--- src/rtl/mips_phase_pkg.sv ---
// mips_phase_pkg: shared state encoding and default phase lengths
// for the mips_uniciclo phase generator.
package mips_phase_pkg;

  typedef enum logic [2:0] {
    S_IDLE,
    S_PC,
    S_INST,
    S_DATA,
    S_REG,
    S_DONE
  } phase_t;

  localparam int PC_TICKS_DEF   = 1;
  localparam int INST_TICKS_DEF = 5;
  localparam int DATA_TICKS_DEF = 5;
  localparam int REG_TICKS_DEF  = 1;

  function automatic int max4(
    input int a,
    input int b,
    input int c,
    input int d
  );
    int m;
    m = a;
    if (b > m) m = b;
    if (c > m) m = c;
    if (d > m) m = d;
    return m;
  endfunction

  // Counter holds TICKS-1, so it needs clog2(max ticks) bits.
  function automatic int tick_w(input int m);
    return (m > 1) ? $clog2(m) : 1;
  endfunction

endpackage

--- src/rtl/mips_phase_gen_if.sv ---
// mips_phase_gen_if: control/status bundle of the phase generator.
// master = controller side (run/step/limit), slave = generator side.
interface mips_phase_gen_if #(
  parameter int CNT_W = 16
) ();

  logic             run_enable;
  logic [CNT_W-1:0] max_cycles;
  logic             step;
  logic             pc_clock;
  logic             inst_clock;
  logic             data_clock;
  logic             reg_clock;
  logic [CNT_W-1:0] cycle_count;
  logic             busy;
  logic             done;

  modport master (
    output run_enable,
    output max_cycles,
    output step,
    input  pc_clock,
    input  inst_clock,
    input  data_clock,
    input  reg_clock,
    input  cycle_count,
    input  busy,
    input  done
  );

  modport slave (
    input  run_enable,
    input  max_cycles,
    input  step,
    output pc_clock,
    output inst_clock,
    output data_clock,
    output reg_clock,
    output cycle_count,
    output busy,
    output done
  );

endinterface

--- src/rtl/mips_tick_counter.sv ---
// mips_tick_counter: loadable down-counter with zero flag.
// Ports: clock, reset_n, load/load_val, dec, zero.
module mips_tick_counter #(
  parameter int W = 4
) (
  input  logic         clock,
  input  logic         reset_n,
  input  logic         load,
  input  logic [W-1:0] load_val,
  input  logic         dec,
  output logic         zero
);

  logic [W-1:0] count;

  always_ff @(posedge clock or negedge reset_n) begin
    if (!reset_n) begin
      count <= '0;
    end else if (load) begin
      count <= load_val;
    end else if (dec && (count != '0)) begin
      count <= count - W'(1);
    end
  end

  assign zero = (count == '0);

endmodule

--- src/rtl/mips_phase_gen.sv ---
// mips_phase_gen: PC/INST/DATA/REG phase strobe sequencer with cycle
// counter and limit. Ports: clock, reset_n, bus (slave). Macro:
// MIPS_PHASE_GEN_STEP_EN enables rising-edge single-step on bus.step.
module mips_phase_gen
  import mips_phase_pkg::*;
#(
  parameter int PC_TICKS   = PC_TICKS_DEF,
  parameter int INST_TICKS = INST_TICKS_DEF,
  parameter int DATA_TICKS = DATA_TICKS_DEF,
  parameter int REG_TICKS  = REG_TICKS_DEF,
  parameter int CNT_W      = 16
) (
  input  logic              clock,
  input  logic              reset_n,
  mips_phase_gen_if.slave   bus
);

  localparam int TMAX =
    max4(PC_TICKS, INST_TICKS, DATA_TICKS, REG_TICKS);
  localparam int TW = tick_w(TMAX);

  typedef logic [TW-1:0] tick_t;

  phase_t           state;
  phase_t           nxt;
  logic [CNT_W-1:0] cnt;
  logic [CNT_W-1:0] cnt_inc;
  logic [CNT_W-1:0] limit;
  logic             ended_done;
  logic             limit_hit;
  logic             start;
  logic             zero;
  logic             load;
  tick_t            load_val;
  logic             pc_q;
  logic             inst_q;
  logic             data_q;
  logic             reg_q;
  logic             busy_q;
  logic             done_q;

  function automatic tick_t ticks_of(input phase_t s);
    unique case (s)
      S_PC:    return tick_t'(PC_TICKS - 1);
      S_INST:  return tick_t'(INST_TICKS - 1);
      S_DATA:  return tick_t'(DATA_TICKS - 1);
      S_REG:   return tick_t'(REG_TICKS - 1);
      default: return '0;
    endcase
  endfunction

`ifdef MIPS_PHASE_GEN_STEP_EN
  logic step_q;

  always_ff @(posedge clock or negedge reset_n) begin
    if (!reset_n) begin
      step_q <= 1'b0;
    end else begin
      step_q <= bus.step;
    end
  end

  assign start = bus.run_enable | (bus.step & ~step_q);
`else
  logic unused_step;

  assign unused_step = bus.step;
  assign start       = bus.run_enable;
`endif

  // Saturating increment; only reachable at all-ones when unlimited.
  assign cnt_inc   = (&cnt) ? cnt : cnt + CNT_W'(1);
  assign limit_hit = (limit != '0) && (cnt_inc == limit);

  always_comb begin
    nxt = state;
    unique case (state)
      S_IDLE: if (start) nxt = S_PC;
      S_PC:   if (zero) nxt = S_INST;
      S_INST: if (zero) nxt = S_DATA;
      S_DATA: if (zero) nxt = S_REG;
      S_REG: begin
        if (zero) begin
          if (limit_hit)           nxt = S_DONE;
          else if (bus.run_enable) nxt = S_PC;
          else                     nxt = S_IDLE;
        end
      end
      S_DONE: if (!bus.run_enable) nxt = S_IDLE;
      default: nxt = S_IDLE;
    endcase
  end

  // Reload the tick counter whenever a phase is entered.
  assign load     = (nxt != state) &&
                    (nxt inside {S_PC, S_INST, S_DATA, S_REG});
  assign load_val = ticks_of(nxt);

  mips_tick_counter #(
    .W (TW)
  ) u_ticks (
    .clock    (clock),
    .reset_n  (reset_n),
    .load     (load),
    .load_val (load_val),
    .dec      (busy_q),
    .zero     (zero)
  );

  // Outputs register the next state so strobes come straight from flops.
  always_ff @(posedge clock or negedge reset_n) begin
    if (!reset_n) begin
      state      <= S_IDLE;
      pc_q       <= 1'b0;
      inst_q     <= 1'b0;
      data_q     <= 1'b0;
      reg_q      <= 1'b0;
      busy_q     <= 1'b0;
      done_q     <= 1'b0;
      cnt        <= '0;
      limit      <= '0;
      ended_done <= 1'b0;
    end else begin
      state  <= nxt;
      pc_q   <= (nxt == S_PC);
      inst_q <= (nxt == S_INST);
      data_q <= (nxt == S_DATA);
      reg_q  <= (nxt == S_REG);
      busy_q <= nxt inside {S_PC, S_INST, S_DATA, S_REG};
      done_q <= (nxt == S_DONE);
      if ((state == S_IDLE) && start) begin
        limit      <= bus.max_cycles;
        ended_done <= 1'b0;
        if (ended_done) cnt <= '0;
      end
      if ((state == S_REG) && zero) begin
        cnt <= cnt_inc;
        if (limit_hit) ended_done <= 1'b1;
      end
    end
  end

  assign bus.pc_clock    = pc_q;
  assign bus.inst_clock  = inst_q;
  assign bus.data_clock  = data_q;
  assign bus.reg_clock   = reg_q;
  assign bus.busy        = busy_q;
  assign bus.done        = done_q;
  assign bus.cycle_count = cnt;

endmodule

--- src/flat_wrapper.sv ---
// flat-port wrapper written by rule: the top's interface ports become plain ports
module mips_phase_gen_flat import mips_phase_pkg::*;
#(
  parameter int PC_TICKS   = PC_TICKS_DEF,
  parameter int INST_TICKS = INST_TICKS_DEF,
  parameter int DATA_TICKS = DATA_TICKS_DEF,
  parameter int REG_TICKS  = REG_TICKS_DEF,
  parameter int CNT_W      = 16
)
  (clock, reset_n, bus_run_enable, bus_max_cycles, bus_step, bus_pc_clock, bus_inst_clock, bus_data_clock, bus_reg_clock, bus_cycle_count, bus_busy, bus_done);
  mips_phase_gen_if #(.CNT_W(CNT_W)) bus_i ();
  input  logic clock;
  input  logic reset_n;
  input wire logic [$bits(bus_i.run_enable)-1:0] bus_run_enable;
  input wire logic [$bits(bus_i.max_cycles)-1:0] bus_max_cycles;
  input wire logic [$bits(bus_i.step)-1:0] bus_step;
  output wire logic [$bits(bus_i.pc_clock)-1:0] bus_pc_clock;
  output wire logic [$bits(bus_i.inst_clock)-1:0] bus_inst_clock;
  output wire logic [$bits(bus_i.data_clock)-1:0] bus_data_clock;
  output wire logic [$bits(bus_i.reg_clock)-1:0] bus_reg_clock;
  output wire logic [$bits(bus_i.cycle_count)-1:0] bus_cycle_count;
  output wire logic [$bits(bus_i.busy)-1:0] bus_busy;
  output wire logic [$bits(bus_i.done)-1:0] bus_done;
  assign bus_i.run_enable = bus_run_enable;
  assign bus_i.max_cycles = bus_max_cycles;
  assign bus_i.step = bus_step;
  assign bus_pc_clock = bus_i.pc_clock;
  assign bus_inst_clock = bus_i.inst_clock;
  assign bus_data_clock = bus_i.data_clock;
  assign bus_reg_clock = bus_i.reg_clock;
  assign bus_cycle_count = bus_i.cycle_count;
  assign bus_busy = bus_i.busy;
  assign bus_done = bus_i.done;
  mips_phase_gen #(.PC_TICKS(PC_TICKS), .INST_TICKS(INST_TICKS), .DATA_TICKS(DATA_TICKS), .REG_TICKS(REG_TICKS), .CNT_W(CNT_W)) u_core (.clock(clock), .reset_n(reset_n), .bus(bus_i));
endmodule
--- config.mk ---
export PLATFORM = sky130hd
export DESIGN_NAME = mips_phase_gen_flat
export DESIGN_NICKNAME = d
export VERILOG_FILES = /design/src/rtl/mips_phase_pkg.sv /design/src/rtl/mips_phase_gen_if.sv /design/src/rtl/mips_tick_counter.sv /design/src/rtl/mips_phase_gen.sv /design/src/flat_wrapper.sv
export SDC_FILE = /design/constraint.sdc
export NUM_CORES = 1
export LEC_CHECK = 0
export CAP_MARGIN = 0
export CORE_MARGIN = 2
export CORE_UTILIZATION = 35
export CTS_CLUSTER_DIAMETER = 30
export CTS_CLUSTER_SIZE = 14
export DETAILED_ROUTE_END_ITERATION = 6
export GPL_TIMING_DRIVEN = 1
export PLACE_DENSITY_LB_ADDON = 0.2
export SLEW_MARGIN = 20
export SYNTH_ARGS = -nofsm -noshare
export SYNTH_HDL_FRONTEND = slang
export SYNTH_SLANG_ARGS = --single-unit
--- constraint.sdc ---
create_clock -name clock -period 2.4 [get_ports clock]
set_clock_uncertainty 0.1 [all_clocks]
set_input_delay 0.36 -clock clock [delete_from_list [all_inputs] [get_ports clock]]
set_output_delay 0.36 -clock clock [all_outputs]
set_load 0.01 [all_outputs]
==> results_tabular.tex <==
\begin{tabular}{lr}
\hline
Metric & Value \\
\hline
\multicolumn{2}{l}{\textbf{Run status}} \\
Outcome & finished with violations \\
Violations in the final reports & negative setup slack \\
\multicolumn{2}{l}{\textbf{STA}} \\
Relative slew margins & 53.52\% \\
Final count of pins violating max slew & 0 \\
Setup repair after global routing missed its margin & true \\
Highest clock frequency the design can meet & 389.5 MHz \\
Total count of hold-check failures in the final report & 0 \\
Final setup slack of the worst path & -167.7 ps \\
Transition at the pin with the smallest max-transition slack & 697.3 ps \\
Portion of the clock cycle consumed by the worst path in the final layout & 107.0\% \\
Fin Hold WS & 412.9 ps \\
Final worst path period need & 2568 ps \\
Total setup violations reported at the end of the flow & 8 \\
\multicolumn{2}{l}{\textbf{Synthesis}} \\
Number of synthesized register bits & 45 \\
Most used flip-flop cell after synthesis & dfrtp\_1 \\
Share of the yosys chip area belonging to registers & 39.49\% \\
Cell with the most instances after synthesis & dfrtp\_1 \\
Post-synthesis share of cell area spent on and, or, nand and nor gates & 24.27\% \\
Post-synth top cells & 45 x dfrtp\_1, 31 x nand2\_1, 28 x o21ai\_0 \\
Number of nets in the synthesized netlist & 336 \\
Number of distinct library cell variants in the gate-level netlist after synthesis & 62 \\
Async S/R FF share, synth & 100.0\% \\
Warnings, synthesis & 0 \\
Post-synthesis instance area & 0.002851 mm\^{}2 \\
Area fraction of the dominant cell type after synthesis & 39.49\% \\
Number of synthesized flops with an enable pin & 0 \\
Instance count of the mapped netlist & 313 \\
Mux contribution to synthesized area & 6.933\% \\
Post-synthesis compound-gate area fraction & 19.39\% \\
Avg Synthesized Cell Area & 9.110 um\^{}2 \\
Fraction of synthesized cell area in xor and xnor cells & 4.300\% \\
Adder and majority gate portion of the synthesized area & 1.316\% \\
Combinational family with the most area after synthesis & simple AND/OR/NAND/NOR gates \\
Most area-hungry cell type in the Yosys netlist & dfrtp\_1 \\
Top cells by area, synth & dfrtp\_1 39\%, mux2\_2 5.5\%, o21ai\_0 4.9\% \\
\multicolumn{2}{l}{\textbf{Routing}} \\
Via-per-instance ratio & 5.507 \\
Met2 Routed Length & 3882 um \\
DR iter-0 viols & 261 \\
\# DRC & 0 \\
Drt wl/cell & 16.41 um \\
Met3 routed wirelength & 482 um \\
Remaining antenna violation count & 0 \\
Router iterations before antenna repair & 5 \\
Vias & 2814 \\
DRT Wirelength & 8386 um \\
Top routing layer in use & met4 \\
Met1 wire length & 3933 um \\
\multicolumn{2}{l}{\textbf{Placed design}} \\
Placer's final routability congestion estimate & 0.8704 \\
Half-perimeter wire length after detailed placement & 6274 um \\
Quantity of I/O buffers inserted on ports & 40 \\
\multicolumn{2}{l}{\textbf{Clocking}} \\
Clock buffer depth & 2 \\
TritonCTS clock tree & built \\
Level count of the clock H-tree & 2 \\
Clk pin slew, worst setup/hold paths & 90 ps \\
Clock sink total & 45 \\
Latest clock arrival within the worst-skew pair & 300 ps \\
Clock tree root driver cell & clkbuf\_8 \\
CTS Buf Count & 5 \\
\multicolumn{2}{l}{\textbf{Critical path}} \\
Arr. time, crit path & 2660 ps \\
Worst path top cell family by delay & simple AND/OR/NAND/NOR gates \\
Cells along the critical path & ha\_4, nand3\_2, or4\_4, a31o\_2, a222oi\_1, and3\_4, and4\_1, o21ai\_1 \\
Crit end category & flip-flop \\
Crit path max-delay cell type & or4\_4 \\
Worst path buffer plus inverter count & 0 \\
Critical Path Max Stage Delay & 480 ps \\
Crit path max fanout & 6 \\
Setup CP Type & flip-flop to flip-flop \\
CP startpoint kind & flip-flop \\
Required time of the critical path & 2490 ps \\
\multicolumn{2}{l}{\textbf{GRT}} \\
Total global routing overflow & 0 \\
Number of global-route vias before repair & 2688 \\
Number of antenna violations at the first check in global routing & 0 \\
Largest net degree at the start of global routing & 29 \\
First-pass GRT wire length & 13700 um \\
Aggregate global-route resource usage & 19.87\% \\
\multicolumn{2}{l}{\textbf{Power}} \\
Net switching share of the total power & 40.91\% \\
Worst VDD drop & 0.4193 mV \\
Leakage power of the design & 1.666 nW \\
Share of total power in combinational logic & 54.7\% \\
Clock network fraction of design power & 11.0\% \\
Sequential power share & 34.3\% \\
Pwr Density & 1064 mW/mm\^{}2 \\
Internal power & 2.513 mW \\
NetSw & 1.740 mW \\
\multicolumn{2}{l}{\textbf{Floorplanning}} \\
Die X & 94.26 um \\
Initial core utilization & 36.52\% \\
Die height & 94.26 um \\
Core outline area & 0.007807 mm\^{}2 \\
\# rows & 32 \\
Die Outline Area & 0.008885 mm\^{}2 \\
I/O pin cnt & 42 \\
\multicolumn{2}{l}{\textbf{Finish}} \\
Fill cell instance count of the final layout & 748 \\
Layout overhead on the synthesized area & 40.24\% \\
Multi-input logic area & 0.001719 mm\^{}2 \\
Final layout net count & 431 \\
Final Core Density & 51.22\% \\
Fraction of layout instances using a drive strength above 1 & 28.12\% \\
Ant. Diodes & 0 \\
Area taken by flip-flops and latches & 0.001130 mm\^{}2 \\
\multicolumn{2}{l}{\textbf{Min path}} \\
Worst Hold Class & input pin to async pin \\
\multicolumn{2}{l}{\textbf{Run}} \\
Max\_cap viols & 0 \\
\hline
\end{tabular}
worst paths after layout:
path / from / end / slack [ps] / depth (start not counted)
worst max-delay path: u_core.bus.cycle_count[0] / u_core.bus.pc_clock / -170 / 8
worst min-delay path: reset_n / u_core.bus.cycle_count[6] / 410 / 2
worst max register to register: u_core.bus.cycle_count[0] / u_core.bus.pc_clock / -170 / 8
worst min register to register: u_core.ended_done / u_core.ended_done / 470 / 2
max in group asynchronous: reset_n / u_core.bus.cycle_count[5] / 1030 / 3
min in group clock: u_core.ended_done / u_core.ended_done / 470 / 2
layout make-up:
cell class | instances | share of cell area, %
flip-flops and latches | 45 | 28.25
inverters | 11 | 1.033
well taps | 102 | 3.191
clock inverters | 1 | 0.1877
multi-input cells | 239 | 42.99
clock buffers | 7 | 1.909
repair buffers | 106 | 22.43
state kept, by name, summed over array words and instances, names as in the netlist, 3 cells and up:
| signal | count |
|---|---|
| u_core.bus.cycle_count | 16 |
| u_core.limit | 16 |
| u_core.u_ticks.count | 3 |
| u_core.state | 3 |
cells by family after synthesis:
| kind of cell | Yosys count |
|---|---|
| AO/OA/AOI/OAI | 85 |
| XOR/XNOR | 14 |
| adder cells (fa/ha/maj) | 3 |
| buffers and inverters | 29 |
| flip-flops | 45 |
| multiplexers | 18 |
| AND/OR/NAND/NOR | 119 |
routing by layer:
layer / up-vias / GRT usage (%)
met2: 95 / 30.36
met5: - / 0
met4: 0 / 6.159
met3: 7 / 3.371
li1: 1366 / -
met1: 1346 / 28.66
stage by stage:
stage	area, um^2	TNS, ps	total power [mW]	cells	worst slack, ps
finish	3999	-907.0	4.253	511	-167.7
global route	3999	-1796	4.585	511	-258.9
CTS	3949	-322.8	4.204	508	-78.35
detailed placement	3775	-1629	3.652	496	-219.5
global placement	3771	-1780	3.588	496	-213.3
floorplan	2882	0	2.745	313	0.3881
power groups by stage:
stage,sequential (mW),combinational [mW],clock (mW)
2_1_floorplan,1.39,1.35,0
3_5_place_dp,1.46,2.19,0
4_1_cts,1.46,2.26,0.484
3_3_place_gp,1.45,2.14,0
5_1_grt,1.51,2.55,0.525
6_report,1.46,2.32,0.469
layout by cell type, fill, tap and decap left out, drive strengths merged, types with 9 or more instances in the layout:
cell type / n
buf: 66
dfrtp: 45
clkdlybuf4s50: 39
o21ai: 32
nand2: 31
a21oi: 17
nor2: 16
mux2: 14
xnor2: 12
nand3: 12
inv: 11
nor4: 10
nand4: 9
repair_timing:
action,CTS,global route
pin swaps,7,10
hold endpoints to repair,17,0
gates resized for setup,13,5
hold buffers,1,0
setup endpoints to repair,8,8
setup buffers,4,3
Power figures use the tool's default switching activity.
